==> src/rtl/pipe_front_regs.sv <==
`default_nettype none
// ============================================================================
// Module      : pipe_front_regs
// Description : Front-end pipeline registers of a 5-stage MIPS-style core.
//               Holds the fetch PC, the IF/ID register and the ID/EX
//               register, with hazard-unit stall/flush controls and
//               saturating stall/flush event counters.
// Ports       : clk, rst            - clock, synchronous active-high reset
//               StallF/StallD       - hold PC / hold IF/ID
//               FlushE              - load a bubble into ID/EX
//               PCSrcD/JumpD        - redirect (branch / jump) from decode
//               PCBranchD/PCJumpD   - redirect targets
//               InstrF              - instruction fetched at PCF
//               CtrlD, RD1D, RD2D, SignImmD, RsD_in, RtD_in, RdD_in
//                                   - decode-stage fields entering ID/EX
//               PCF                 - current fetch address
//               InstrD, PCPlus4D, ValidD - IF/ID contents
//               CtrlE, RD1E, RD2E, SignImmE, RsE, RtE, RdE, ValidE
//                                   - ID/EX contents
//               StallCnt, FlushCnt  - saturating event counters
// Revision    : 1.0 - initial release
// ============================================================================
module pipe_front_regs #(
    parameter logic [31:0] RESET_PC = 32'h0000_0000,
    parameter int          CNT_W    = 16
) (
    input  logic             clk,
    input  logic             rst,
    input  logic             StallF,
    input  logic             StallD,
    input  logic             FlushE,
    input  logic             PCSrcD,
    input  logic             JumpD,
    input  logic [31:0]      PCBranchD,
    input  logic [31:0]      PCJumpD,
    input  logic [31:0]      InstrF,
    input  logic [7:0]       CtrlD,
    input  logic [31:0]      RD1D,
    input  logic [31:0]      RD2D,
    input  logic [31:0]      SignImmD,
    input  logic [4:0]       RsD_in,
    input  logic [4:0]       RtD_in,
    input  logic [4:0]       RdD_in,
    output logic [31:0]      PCF,
    output logic [31:0]      InstrD,
    output logic [31:0]      PCPlus4D,
    output logic             ValidD,
    output logic             ValidE,
    output logic [7:0]       CtrlE,
    output logic [31:0]      RD1E,
    output logic [31:0]      RD2E,
    output logic [31:0]      SignImmE,
    output logic [4:0]       RsE,
    output logic [4:0]       RtE,
    output logic [4:0]       RdE,
    output logic [CNT_W-1:0] StallCnt,
    output logic [CNT_W-1:0] FlushCnt
);

    localparam logic [CNT_W-1:0] c_cntMax = {CNT_W{1'b1}};

    logic [31:0]      r_pcF;
    logic [31:0]      r_instrD;
    logic [31:0]      r_pcPlus4D;
    logic             r_validD;
    logic             r_validE;
    logic [7:0]       r_ctrlE;
    logic [31:0]      r_rd1E;
    logic [31:0]      r_rd2E;
    logic [31:0]      r_signImmE;
    logic [4:0]       r_rsE;
    logic [4:0]       r_rtE;
    logic [4:0]       r_rdE;
    logic [CNT_W-1:0] r_stallCnt;
    logic [CNT_W-1:0] r_flushCnt;

    // Natural 32-bit wrap from 32'hFFFF_FFFC back to 0.
    logic [31:0] w_pcPlus4F;
    logic        w_redirectD;

    assign w_pcPlus4F  = r_pcF + 32'd4;
    assign w_redirectD = JumpD | PCSrcD;

    // Fetch PC. A redirect that coincides with StallF is dropped; the hazard
    // unit keeps presenting it until the stall clears.
    always_ff @(posedge clk) begin
        if (rst) begin
            r_pcF <= RESET_PC;
        end else if (!StallF) begin
            if (JumpD) begin
                r_pcF <= PCJumpD;
            end else if (PCSrcD) begin
                r_pcF <= PCBranchD;
            end else begin
                r_pcF <= w_pcPlus4F;
            end
        end
    end

    // IF/ID register: stall beats redirect-squash.
    always_ff @(posedge clk) begin
        if (rst) begin
            r_instrD   <= '0;
            r_pcPlus4D <= '0;
            r_validD   <= 1'b0;
        end else if (!StallD) begin
            if (w_redirectD) begin
                r_instrD   <= '0;
                r_pcPlus4D <= '0;
                r_validD   <= 1'b0;
            end else begin
                r_instrD   <= InstrF;
                r_pcPlus4D <= w_pcPlus4F;
                r_validD   <= 1'b1;
            end
        end
    end

    // ID/EX register: never stalls; a flush inserts an all-zero bubble.
    always_ff @(posedge clk) begin
        if (rst || FlushE) begin
            r_validE   <= 1'b0;
            r_ctrlE    <= '0;
            r_rd1E     <= '0;
            r_rd2E     <= '0;
            r_signImmE <= '0;
            r_rsE      <= '0;
            r_rtE      <= '0;
            r_rdE      <= '0;
        end else begin
            r_validE   <= r_validD;
            r_ctrlE    <= CtrlD;
            r_rd1E     <= RD1D;
            r_rd2E     <= RD2D;
            r_signImmE <= SignImmD;
            r_rsE      <= RsD_in;
            r_rtE      <= RtD_in;
            r_rdE      <= RdD_in;
        end
    end

    // Saturating event counters.
    always_ff @(posedge clk) begin
        if (rst) begin
            r_stallCnt <= '0;
            r_flushCnt <= '0;
        end else begin
            if (StallD && (r_stallCnt != c_cntMax)) begin
                r_stallCnt <= r_stallCnt + 1'b1;
            end
            if (FlushE && (r_flushCnt != c_cntMax)) begin
                r_flushCnt <= r_flushCnt + 1'b1;
            end
        end
    end

    assign PCF      = r_pcF;
    assign InstrD   = r_instrD;
    assign PCPlus4D = r_pcPlus4D;
    assign ValidD   = r_validD;
    assign ValidE   = r_validE;
    assign CtrlE    = r_ctrlE;
    assign RD1E     = r_rd1E;
    assign RD2E     = r_rd2E;
    assign SignImmE = r_signImmE;
    assign RsE      = r_rsE;
    assign RtE      = r_rtE;
    assign RdE      = r_rdE;
    assign StallCnt = r_stallCnt;
    assign FlushCnt = r_flushCnt;

endmodule
`default_nettype wire
==> config.mk <==
export PLATFORM = sky130hd
export DESIGN_NAME = pipe_front_regs
export DESIGN_NICKNAME = d
export VERILOG_FILES = /design/src/rtl/pipe_front_regs.sv
export SDC_FILE = /design/constraint.sdc
export NUM_CORES = 1
export LEC_CHECK = 0
export BUFFER_PORTS_ARGS = -buffer_cell sky130_fd_sc_hd__buf_2
export CORE_AREA = 2 2 182 184
export CTS_CLUSTER_SIZE = 14
export DETAILED_ROUTE_END_ITERATION = 7
export DIE_AREA = 0 0 184 186
export GPL_TIMING_DRIVEN = 0
export SLEW_MARGIN = 20
export SYNTH_ARGS = -nofsm -noshare
export SYNTH_HDL_FRONTEND = slang
export SYNTH_SLANG_ARGS = --single-unit
==> constraint.sdc <==
create_clock -name clk -period 2.8 [get_ports clk]
set_clock_uncertainty 0.2 [all_clocks]
set_input_delay 0.56 -clock clk [delete_from_list [all_inputs] [get_ports clk]]
set_output_delay 0.56 -clock clk [all_outputs]
set_load 0.005 [all_outputs]
==> run summary <==
The run finished with clean final reports. By area, the combinational part of the netlist is dominated by simple AND/OR/NAND/NOR gates. The share of the synthesized area in the top cell type came out at 0.516. The final design utilization is 0.444.

On the final layout, the worst hold slack is 0.0189 ns. The average instance area after synthesis came out at 9.08 sq um. The number of cells on the worst reg-to-reg path is 6. For the largest net degree at the start of global routing, the log shows 15. Together, buffers and inverters on the worst path number 4.

The adder-cell area share of the yosys netlist came out at 0.00389. The measured slew at the worst slew-check pin is 0.840 ns, and the worst slew margin relative to its limit is 0.440. The Yosys step of the flow raised 0 warnings. The signal on the critical path passes through buf_2 > clkbuf_1 > clkbuf_1 > buf_1 > a21oi_1 > nor2_1. The initial antenna violation count came out at 2. Fraction of final layout cells sized beyond drive strength 1: 0.329. Hold path depth: 2.

Along the worst path, the maximum fanout reaches 10. The synthesized netlist occupies a cell area of 9650 sq um. The share of synthesized area occupied by flip-flops and latches is 0.516.

The tools report the routability congestion estimate from global placement as 0.928. The clock net in this run drives a total of 249 sinks. The simple-gate portion of the synthesized area works out to 0.257. In the synthesized netlist the dominant register cell turns out to be sky130_fd_sc_hd__dfxtp_1.

The first global-routing pass estimated 56,000 um of wire. Summed over all layers, the global routing overflow is 0. Clock-pin slew was measured on the worst setup and hold paths at 0.06 ns. After synthesis the netlist holds a flip-flop and latch count of 249.

The buffer depth of the longest clock path is 3. The tools report the max-cap violation count as 0. The region available for standard cell placement spans 32,200 sq um.

For this block, the routed nets add up to 38,000 um of wire. Ranked by instance count, the synthesized netlist is headed by sky130_fd_sc_hd__dfxtp_1 (249), sky130_fd_sc_hd__nor2_1 (142), sky130_fd_sc_hd__and2_1 (126). Before CTS, the worst setup slack after placement is -0.404 ns.

The xor-xnor portion of the synthesized cell area is 0.0417, and the number of hold violations in the final report is 0. The total routing resource utilization after global routing is 0.211. The cell with the most instances on the worst path was sky130_fd_sc_hd__clkbuf_1.

Subtracting the final worst setup slack from the clock period gives 2.54 ns. The die span in y is 186 um. The type of origin of the critical path is a primary input. Remaining routing DRC violations: 0. End of the worst hold path: CtrlE[1]$_SDFF_PP0_. The buffer type at the clock tree root is sky130_fd_sc_hd__clkbuf_16. In this run, synthesis inferred 0 flip-flops with an integrated enable. The number of iterations in the first detailed-routing pass is 8. After technology mapping, the gate count stands at 1,063. Average via count per standard cell: 4.75. The period utilization was 0.908.

The critical path starts at StallD. The wire length per cell was 18.3 um. In this run the most critical hold path is launched from CtrlD[1]. Detailed placement finished with a half-perimeter wire length of 28,300 um.

The count of distinct cell types in the synthesized netlist came out at 68. The worst flop-to-flop path endpoint is PCF[11]$_SDFFE_PP0N_. In this run, the number of DRC markers left after iteration 0 of detailed routing was 623. The placement row count came out at 66. Number of global-route vias before repair: 9,813. The largest single stage delay on the critical path is 0.65 ns. The number of port buffers works out to 469. TritonCTS built the clock tree. Compound-cell area share of the yosys netlist: 0.137. The worst setup path is captured at a flop.

Mux cell area share after synthesis: 0.00946. Setup violations remaining at the end of the flow were counted as 0. The number of vias after detailed routing is 9,857, and the area of the die is 34,200 sq um. For the worst vdd rail ir drop, the log shows 0.603 mV. From synthesis to final layout, the design area changed by 48.0%.

The tools report the signal arrival time at the worst endpoint as 2.82 ns. Power spread over the standard cell area amounts to 584 nW/um^2. Number of H-tree levels: 1. The later-pin clock latency in the skew report came out at 0.54 ns. The tools report the worst-case register-to-register setup slack as 0.28 ns. The run gives 0.393 GHz as the maximum clock frequency. The startpoint identified for the worst register-to-register timing path is PCF[4]$_SDFFE_PP0N_. The detail route stage leaves a number of antenna-violating nets equal to 0. Yosys attributes the largest share of cell area to sky130_fd_sc_hd__dfxtp_1 (52%), sky130_fd_sc_hd__and2_1 (8.2%), sky130_fd_sc_hd__nor2_1 (5.5%). The setup path with the least slack is of type in2reg. For this design, the slowest cell found on the critical path is sky130_fd_sc_hd__clkbuf_1.

The tools report the max-slew violation count as 0. In this run, CTS created clock tree buffers numbering 28. The logs give 471 for the I/O pin count and 0.300 for the initial core utilization. The share of flip-flops with an asynchronous set or reset after synthesis came out at 0. Setup repair after global routing left no endpoint under its margin. The number of nets in the synthesized netlist is 1,288.

sky130_fd_sc_hd__dfxtp_1 takes more of the synthesized area than any other cell. For this run, the post-layout net count is 1,870. Cell type group with the largest total delay on the critical path: buffers and inverters.

The logs give 0.257 ns for the setup slack after layout and 3.07 ns for the worst path required time. In this run the static leakage power is 0.00675 uW. Yosys instantiated no cell more often than sky130_fd_sc_hd__dfxtp_1. The path class of the tightest hold or removal check is in2reg.

After clock tree synthesis, the setup repair step added 0 buffers. The die is 184 um wide.
-- cells by family (layout without fill, tap and decap cells) --
logic type / count (synthesis) / after routing
AO/OA/AOI/OAI: 200 / 200
XOR/XNOR: 46 / 46
adder cells (fa/ha/maj): 3 / 3
buffers and inverters: 85 / 689
flip-flops: 249 / 249
multiplexers: 9 / 9
other: 0 / 1
AND/OR/NAND/NOR: 471 / 471
-- timing repair --
item	4_1_cts	5_1_grt
setup endpoints to repair	0	1
hold endpoints to repair	83	0
gates resized for setup	0	1
hold buffers	83	0
-- sequential cells by signal, summed over array words and instances, names as in the netlist, 5 cells and up --
register and count:
CtrlE 8, FlushCnt 16, InstrD 32, PCF 32, PCPlus4D 32, RD1E 32, RD2E 32, RdE 5
RsE 5, RtE 5, SignImmE 32, StallCnt 16
-- stage by stage --
step,instances,power [uW],setup TNS [ns],cell area (sq um)
final,2076,8340,0,14300
after global routing,2075,8650,0,14300
after CTS,2075,8400,0,14300
after detailed placement,1940,4590,-17.00,12500
after global placement,1940,4580,-16.27,12500
after floorplan,1063,4150,0,9650
-- where the power goes --
| group | total (uW) | switching [uW] | internal (uW) |
|---|---|---|---|
| combinational | 865 | 445 | 421 |
| clock | 3730 | 1560 | 2170 |
| sequential | 3750 | 83.5 | 3670 |
-- worst reg2reg max path, delay by kind of cell, from the launching register on --
family                 cells  cell delay [ns]
and+or+nand+nor            2             0.89
muxes                      1             0.40
AOI/OAI and AO/OA          2             0.38
DFF                        1             0.33
buffers and inverters      1             0.16
-- layer usage --
metal / global-route usage / vias to the layer above / wire length, um / part of all wire
met2: 0.388 / 408 / 19400 / 0.51
met3: 0.0470 / 70 / 2920 / 0.077
li1: - / 4821 / - / -
met1: 0.242 / 4558 / 14600 / 0.39
met4: 0.0685 / 0 / 1060 / 0.028
met5: 0 / - / 0 / 0
-- cells in the final DEF (no fill, tap or decap), types with 4 or more instances in the layout --
cell type and count:
sky130_fd_sc_hd__buf_2 477, sky130_fd_sc_hd__xnor2_1 16, sky130_fd_sc_hd__clkbuf_16 29, sky130_fd_sc_hd__a22o_1 21, sky130_fd_sc_hd__a221oi_1 5, sky130_fd_sc_hd__xor2_1 30, sky130_fd_sc_hd__nor2b_1 7, sky130_fd_sc_hd__nand2_1 73
sky130_fd_sc_hd__inv_1 12, sky130_fd_sc_hd__buf_1 12, sky130_fd_sc_hd__a21oi_1 69, sky130_fd_sc_hd__a211oi_1 7, sky130_fd_sc_hd__a31oi_1 5, sky130_fd_sc_hd__nand4_1 17, sky130_fd_sc_hd__clkbuf_1 52, sky130_fd_sc_hd__and2_1 126
sky130_fd_sc_hd__clkinv_2 9, sky130_fd_sc_hd__dfxtp_1 249, sky130_fd_sc_hd__nor3_2 4, sky130_fd_sc_hd__nand2b_1 5, sky130_fd_sc_hd__a22oi_1 10, sky130_fd_sc_hd__o21ai_0 33, sky130_fd_sc_hd__nor4_1 6, sky130_fd_sc_hd__dlygate4sd3_1 83
sky130_fd_sc_hd__o21a_1 5, sky130_fd_sc_hd__o211ai_1 8, sky130_fd_sc_hd__and3_1 11, sky130_fd_sc_hd__nor3_1 18, sky130_fd_sc_hd__mux2i_1 8, sky130_fd_sc_hd__and4_1 8, sky130_fd_sc_hd__nand3_1 30, sky130_fd_sc_hd__nor2_1 142
-- layout make-up --
class | instances | area, sq um
Buffer | 73 | 293
Tap cell | 408 | 510
Fill cell | 3154 | 17900
Multi-Input combinational cell | 729 | 4340
Sequential cell | 249 | 4980
Inverter | 12 | 45.0
Antenna cell | 1 | 2.50
Clock inverter | 18 | 165
Timing Repair Buffer | 552 | 3180
Clock buffer | 34 | 774
-- how the worst max path moves through the flow --
stage | end | cells past startpoint | slack [ns]
2_1_floorplan | PCPlus4D[27]$_SDFFE_PP0N_ | 7 | 0.72
3_3_place_gp | PCPlus4D[25]$_SDFFE_PP0N_ | 8 | -0.40
3_5_place_dp | PCPlus4D[25]$_SDFFE_PP0N_ | 8 | -0.40
4_1_cts | PCPlus4D[5]$_SDFFE_PP0N_ | 6 | 0.17
5_1_grt | PCPlus4D[4]$_SDFFE_PP0N_ | 6 | 0.02
6_report | PCPlus4D[4]$_SDFFE_PP0N_ | 6 | 0.26
Note: power is estimated with default switching activity, not from simulation.
